<file path="config.mk">
export PLATFORM = sky130hd
export DESIGN_NAME = as_fetch
export DESIGN_NICKNAME = d
export VERILOG_FILES = /design/src/rtl/as_pack.sv /design/src/rtl/as_fetch_fifo.sv /design/src/rtl/as_fetch.sv
export SDC_FILE = /design/constraint.sdc
export NUM_CORES = 1
export LEC_CHECK = 0
export ABC_AREA = 1
export BUFFER_PORTS_ARGS = -buffer_cell sky130_fd_sc_hd__buf_2
export CORE_AREA = 4 4 218 220
export CTS_BUF_LIST = sky130_fd_sc_hd__clkbuf_8
export DETAILED_ROUTE_END_ITERATION = 16
export DIE_AREA = 0 0 222 224
export PLACE_DENSITY = 0.52
export RECOVER_POWER = 50
export SLEW_MARGIN = 25
export SYNTH_ARGS = -nofsm -noshare
export SYNTH_HDL_FRONTEND = slang
export SYNTH_SLANG_ARGS = --single-unit
</file>
<file path="constraint.sdc">
create_clock -name clk_i -period 6.57 [get_ports clk_i]
set_clock_uncertainty 0.1 [all_clocks]
set_input_delay 1.971 -clock clk_i [delete_from_list [all_inputs] [get_ports clk_i]]
set_output_delay 1.971 -clock clk_i [all_outputs]
set_load 0.02 [all_outputs]
</file>
<file path="src/rtl/as_pack.sv">
// Shared definitions for the as_* RV64I pipeline: field widths, the fetch
// state encoding and the layout of a buffered fetch entry.
package as_pack;

  localparam int opcode_width = 7;
  localparam int func3_width  = 3;
  localparam int instr_width  = 32;
  localparam int pc_width     = 64;

  // Fetch controller states
  typedef enum logic [1:0] {
    BOOT    = 2'd0,
    FETCH   = 2'd1,
    FULL    = 2'd2,
    DISCARD = 2'd3
  } fetch_state_t;

  // One buffered instruction together with the address it was fetched from
  typedef struct packed {
    logic [pc_width-1:0]    pc;
    logic [instr_width-1:0] instr;
  } fetch_entry_t;

endpackage

</file>
<file path="src/rtl/as_fetch_fifo.sv">
// Small synchronous FIFO with flush. Pointers and occupancy are reset; the
// storage array is not, since nothing reads it while the FIFO is empty.
// A push on a full FIFO is accepted only when a pop happens in the same cycle.
module as_fetch_fifo
  import as_pack::*;
#(
  parameter int WIDTH = 96,
  parameter int DEPTH = 2
) (
  input  logic             clk_i,
  input  logic             rst_n_i,
  input  logic             flush_i,
  input  logic             push_i,
  input  logic [WIDTH-1:0] push_data_i,
  input  logic             pop_i,
  output logic [WIDTH-1:0] head_o,
  output logic             full_o,
  output logic             empty_o
);

  localparam int PTR_W = (DEPTH > 1) ? $clog2(DEPTH) : 1;
  localparam int CNT_W = PTR_W + 1;

  logic [WIDTH-1:0] mem [DEPTH];
  logic [PTR_W-1:0] wr_ptr;
  logic [PTR_W-1:0] rd_ptr;
  logic [CNT_W-1:0] count;
  logic             do_push;
  logic             do_pop;

  assign full_o  = (count == CNT_W'(DEPTH));
  assign empty_o = (count == '0);
  assign head_o  = mem[rd_ptr];
  assign do_push = push_i & (~full_o | pop_i);
  assign do_pop  = pop_i & ~empty_o;

  // Storage write; a flush cancels the push of the same cycle
  always_ff @(posedge clk_i) begin
    if (do_push && !flush_i) begin
      mem[wr_ptr] <= push_data_i;
    end
  end

  // Pointer and occupancy bookkeeping; pointers wrap since DEPTH is a power of two
  always_ff @(posedge clk_i or negedge rst_n_i) begin
    if (!rst_n_i) begin
      wr_ptr <= '0;
      rd_ptr <= '0;
      count  <= '0;
    end else if (flush_i) begin
      wr_ptr <= '0;
      rd_ptr <= '0;
      count  <= '0;
    end else begin
      if (do_push) begin
        wr_ptr <= wr_ptr + PTR_W'(1);
      end
      if (do_pop) begin
        rd_ptr <= rd_ptr + PTR_W'(1);
      end
      case ({do_push, do_pop})
        2'b10:   count <= count + CNT_W'(1);
        2'b01:   count <= count - CNT_W'(1);
        default: count <= count;
      endcase
    end
  end

endmodule

</file>
<file path="src/rtl/as_fetch.sv">
// Instruction-fetch stage for the RV64I core. Owns the fetch PC, issues one
// outstanding word request at a time to instruction memory, buffers returned
// words in as_fetch_fifo and presents the head with pre-sliced decode fields.
// Redirects flush the buffer and discard any in-flight response.
// Optional build macro AS_FETCH_MISALIGN_TRAP_EN: adds misalign_o and halts
// fetching on a redirect to a non-word-aligned target.
module as_fetch
  import as_pack::*;
#(
  parameter int                  PC_WIDTH   = 64,
  parameter logic [PC_WIDTH-1:0] RESET_PC   = '0,
  parameter int                  FIFO_DEPTH = 2
) (
  input  logic                    clk_i,
  input  logic                    rst_n_i,
  output logic                    imem_req_o,
  output logic [PC_WIDTH-1:0]     imem_addr_o,
  input  logic                    imem_ack_i,
  input  logic [instr_width-1:0]  imem_rdata_i,
  input  logic                    redirect_i,
  input  logic [PC_WIDTH-1:0]     redirect_pc_i,
`ifdef AS_FETCH_MISALIGN_TRAP_EN
  output logic                    misalign_o,
`endif
  output logic                    instr_valid_o,
  input  logic                    instr_ready_i,
  output logic [instr_width-1:0]  instr_o,
  output logic [PC_WIDTH-1:0]     pc_o,
  output logic [opcode_width-1:0] opcode_o,
  output logic [func3_width-1:0]  func3_o,
  output logic                    func7b5_o
);

  localparam int ENTRY_W = PC_WIDTH + instr_width;

  fetch_state_t         state;
  fetch_state_t         state_nxt;
  logic [PC_WIDTH-1:0]  fetch_pc;
  logic [PC_WIDTH-1:0]  fetch_pc_nxt;
  logic [PC_WIDTH-1:0]  pending_pc;
  logic [PC_WIDTH-1:0]  pending_pc_nxt;
  logic [PC_WIDTH-1:0]  target;
  logic                 tgt_misaligned;
  logic                 misalign;
  logic                 misalign_nxt;
  logic                 fifo_full;
  logic                 fifo_empty;
  logic                 pop;
  logic                 push;
  logic                 free;
  logic                 acc;
  logic [ENTRY_W-1:0]   head;

  // Targets are always latched word aligned so imem_addr_o never carries
  // stray low bits; the trap build only uses the low bits to flag the fault.
  assign target = {redirect_pc_i[PC_WIDTH-1:2], 2'b00};
`ifdef AS_FETCH_MISALIGN_TRAP_EN
  assign tgt_misaligned = |redirect_pc_i[1:0];
  assign misalign_o     = misalign;
`else
  logic unused_pc_lsb;
  assign unused_pc_lsb  = ^redirect_pc_i[1:0];
  assign tgt_misaligned = 1'b0;
`endif

  // A redirect wins over a pop: the head belongs to the wrong path
  assign pop  = instr_valid_o & instr_ready_i & ~redirect_i;
  assign free = ~fifo_full | pop;

  assign imem_addr_o   = fetch_pc;
  assign instr_valid_o = ~fifo_empty;
  assign instr_o       = fifo_empty ? '0 : head[instr_width-1:0];
  assign pc_o          = fifo_empty ? '0 : head[ENTRY_W-1:instr_width];
  assign opcode_o      = instr_o[6:0];
  assign func3_o       = instr_o[14:12];
  assign func7b5_o     = instr_o[30];

  as_fetch_fifo #(
    .WIDTH (ENTRY_W),
    .DEPTH (FIFO_DEPTH)
  ) u_fifo (
    .clk_i       (clk_i),
    .rst_n_i     (rst_n_i),
    .flush_i     (redirect_i),
    .push_i      (push),
    .push_data_i ({fetch_pc, imem_rdata_i}),
    .pop_i       (pop),
    .head_o      (head),
    .full_o      (fifo_full),
    .empty_o     (fifo_empty)
  );

  // Next-state, request and push decisions for the fetch controller
  always_comb begin
    state_nxt      = state;
    fetch_pc_nxt   = fetch_pc;
    pending_pc_nxt = pending_pc;
    misalign_nxt   = misalign;
    imem_req_o     = 1'b0;
    push           = 1'b0;
    acc            = 1'b0;

    case (state)
      BOOT:    state_nxt = FETCH;
      FETCH: begin
        imem_req_o = free & ~misalign;
        if (!free) begin
          state_nxt = FULL;
        end
      end
      FULL: begin
        if (pop) begin
          state_nxt = FETCH;
        end
      end
      DISCARD: imem_req_o = 1'b1;
      default: state_nxt = BOOT;
    endcase

    // An ack only counts against a request we are actually making
    acc = imem_req_o & imem_ack_i;

    if (redirect_i) begin
      misalign_nxt = tgt_misaligned;
      if (tgt_misaligned) begin
        state_nxt = FETCH;
      end else if (state == DISCARD) begin
        if (acc) begin
          fetch_pc_nxt = target;
          state_nxt    = FETCH;
        end else begin
          pending_pc_nxt = target;
        end
      end else if (imem_req_o && !imem_ack_i) begin
        // Old request still open: keep its address until the ack drains it
        pending_pc_nxt = target;
        state_nxt      = DISCARD;
      end else begin
        fetch_pc_nxt = target;
        state_nxt    = FETCH;
      end
    end else if (acc) begin
      if (state == DISCARD) begin
        fetch_pc_nxt = pending_pc;
        state_nxt    = FETCH;
      end else begin
        push         = 1'b1;
        fetch_pc_nxt = fetch_pc + PC_WIDTH'(4);
      end
    end
  end

  // Controller state, fetch PC and trap flag
  always_ff @(posedge clk_i or negedge rst_n_i) begin
    if (!rst_n_i) begin
      state    <= BOOT;
      fetch_pc <= RESET_PC;
      misalign <= 1'b0;
    end else begin
      state    <= state_nxt;
      fetch_pc <= fetch_pc_nxt;
      misalign <= misalign_nxt;
    end
  end

  // Redirect target parked while an old request drains; only read in DISCARD
  always_ff @(posedge clk_i) begin
    pending_pc <= pending_pc_nxt;
  end

endmodule

</file>
==> impl_metrics.toml <==
[cells_and_area]
utilization = 0.392
area_growth_pct = 19.1
fin_nets = 2004
post_route_cells_drive_above_1_share = 0.151
stdcell_count = 2550

[outcome]
failed_checks = "max-capacitance violations, max-slew violations"
run_status = "complete, but fails checks"

[placement]
detailedPlacementHpwl_um = 32900
worst_setup_slack_before_clock_tree_synthesis_ns = 1.57
dp.cells = 2445
port_bufs = 267
gp_congestion = 0.969

[power_and_ir_drop]
leak_pwr_uw = 0.00737
max-vdd-ir-drop_mv = 0.212
powerDensity_mw_per_mm2 = 468

[setup_path]
worstSetupEndpointType = "flop"
worst_path_largest_cell_delay_ns = 2.05
crit_path_cell_trace = "buf_2, clkinvlp_2, clkbuf_1, nand3_1, nand2_4, inv_2, o211ai_1, o21ai_1"
critPathLaunchType = "input pin"
worstPathRequired_ns = 6.98
timing_worst_setup_path_type = "in -> reg"
critPathSlowestCell = "clkbuf_1"
timing.critical_path.fanout_max = 58
arrival_ns = 6.07

[timing]
period_share = 0.861
timing_max_transition_violations_final = 209
worst_pin_slew_ns = 2.91
fin_hold_ws_ns = 0.450
finalSetupViolations = 0
finalCriticalPeriod_ns = 5.66
rsz0062_at_grt = "false"
timing.slew.headroom = -0.939
achievable-frequency_mhz = 177
finalHoldViolations = 0
postLayoutSetupSlackWorst_ns = 0.911

[cts]
path_clk_slew_ns = 0.07
worst_skew_pair.late_latency_ns = 0.65
numCtsBuffers = 55
tritoncts = "yes"
clk_path_buf_depth = 3
postCtsSetupRepairBufs = 0
cts.htree.levels = 2
post_cts_resized = 0
hold_buffers = 0
number_of_sinks_handled_by_clock_tree_synthesis = 318
root_driver = "clkbuf_8"

[synth]
number_of_flops_mapped_to_enable_cells_by_yosys = 250
post_synthesis_sequential_element_count = 318
netlist_instances = 1643
synth.yosys.seq_area_share = 0.618
ys.flop_type = "edfxtp_1"
post_synth.cell_area_avg_um2 = 9.06
post_synthesis_cell_type_count = 30
syn_std_cell_area_mm2 = 0.0149
yosys_warnings = 0
synth-async-reset-ratio = 0.214

[floorplanning]
die_x_um = 222
start_util = 0.329
die-height_um = 224
num_rows = 78
num_io_pins = 274
design.die.area_mm2 = 0.0497
coreArea_mm2 = 0.0453

[global_route]
grt_pass1_vias = 11800
grt_antenna_before_repair = 5
total_congestion_overflow_after_global_routing = 0
globalRouteTotalUtil = 0.189
wire_length_of_the_first_global_routing_pass_um = 72900
pin_count_of_the_biggest_net_entering_global_routing = 83

[drt]
drt_iter0_drc = 994
final_antenna_net_count = 0
firstDrtPassIters = 5
avgRoutedWirePerCell_um = 19.0
viasPerCell = 4.78
drt-total-wl_um = 48400
route.detailed.drc = 0
routed-via-count = 12200

[min_path]
hp-class = "reg -> reg"

[flow_run]
max-cap-violations = 5
through the flow:
stage / power (µW) / setup TNS, ns / cell area, µm²
6_report: 8300 / 0 / 17700
4_1_cts: 8440 / 0 / 17900
3_3_place_gp: 6580 / 0 / 16800
2_1_floorplan: 5230 / -93.88 / 14900
5_1_grt: 8850 / 0 / 17700
3_5_place_dp: 6610 / 0 / 16800
layer usage:
layer  global-route usage  routed length, µm  part of all wire  vias to the layer above
li1                     -                  -                 -                     5891
met1                0.259              21600              0.45                     5804
met2                0.305              22500              0.46                      413
met3               0.0401               3160             0.065                       87
met4               0.0550               1150             0.024                        2
met5                    0                 12           0.00025                        -
cells in the final DEF (no fill, tap or decap), types with 58 or more instances in the layout:
master    count
nand3_1      69
nor2_1      225
a21oi_1      98
clkbuf_1     79
inv_1        89
nand2_1     646
edfxtp_1    250
clkbuf_8     58
dfrtp_1      67
buf_2       195
logic make-up after synthesis:
family,count (synthesis),synth area share
DFF,318,0.618
buffers and inverters,161,0.0479
xor gates and xnor gates,38,0.0224
other,1,0.000252
AOI/OAI and AO/OA,164,0.0583
adders and majority gates,1,0.000840
and+or+nand+nor,960,0.252
cell type report:
class	count	area, µm²
repair buffers	285	1400
multi-input cells	1167	4990
flip-flops and latches	318	9210
clock buffers	58	798
fillers	4608	27500
well taps	600	751
clock inverters	45	297
diodes	2	5.00
inverters	75	285
final timing paths:
kind	startpoint	end	slack, ns	depth (start not counted)
worst max-delay path	redirect_i	imem_addr_o[2]	0.91	8
worst min-delay path	pending_pc[8]	imem_addr_o[8]	0.45	2
worst max register to register	u_fifo.count[1]	pending_pc[60]	2.65	9
worst min register to register	pending_pc[8]	imem_addr_o[8]	0.45	2
max in group asynchronous	rst_n_i	u_fifo.rd_ptr	2.60	2
min in group asynchronous	rst_n_i	imem_addr_o[54]	1.84	2
cells in the mapped netlist (9+ instances only):
| master | count | area, µm² |
|---|---|---|
| nand2_1 | 645 | 2420 |
| edfxtp_1 | 250 | 7510 |
| nor2_1 | 225 | 845 |
| a21oi_1 | 98 | 490 |
| dfrtp_1 | 68 | 1700 |
| nand3_1 | 68 | 340 |
| inv_1 | 67 | 251 |
| clkbuf_1 | 45 | 169 |
| o21ai_1 | 37 | 185 |
| xnor2_1 | 24 | 210 |
| buf_4 | 15 | 113 |
| buf_1 | 14 | 52.6 |
| xor2_1 | 14 | 123 |
| o211ai_1 | 12 | 90.1 |
| o21ai_0 | 10 | 50.1 |
| nand4_1 | 9 | 56.3 |
flip-flops by register name (all words and copies together), names as in the netlist:
register and cells:
pending_pc 62, imem_addr_o 62, u_fifo.rd_ptr 1, state 2, u_fifo.wr_ptr 1, u_fifo.count 2, u_fifo.mem 188
report_power, final:
| part | internal, µW | switching (µW) |
|---|---|---|
| Combinational | 907 | 2210 |
| Clock | 946 | 841 |
| Sequential | 2700 | 697 |
| Total | 4550 | 3750 |
critical path: cells and delay by family:
family	cells	cell delay, ns
AO/OA/AOI/OAI	2	0.30
AND/OR/NAND/NOR	2	1.00
buffers and inverters	4	2.74
No activity file was read; power rests on OpenSTA's default activity.
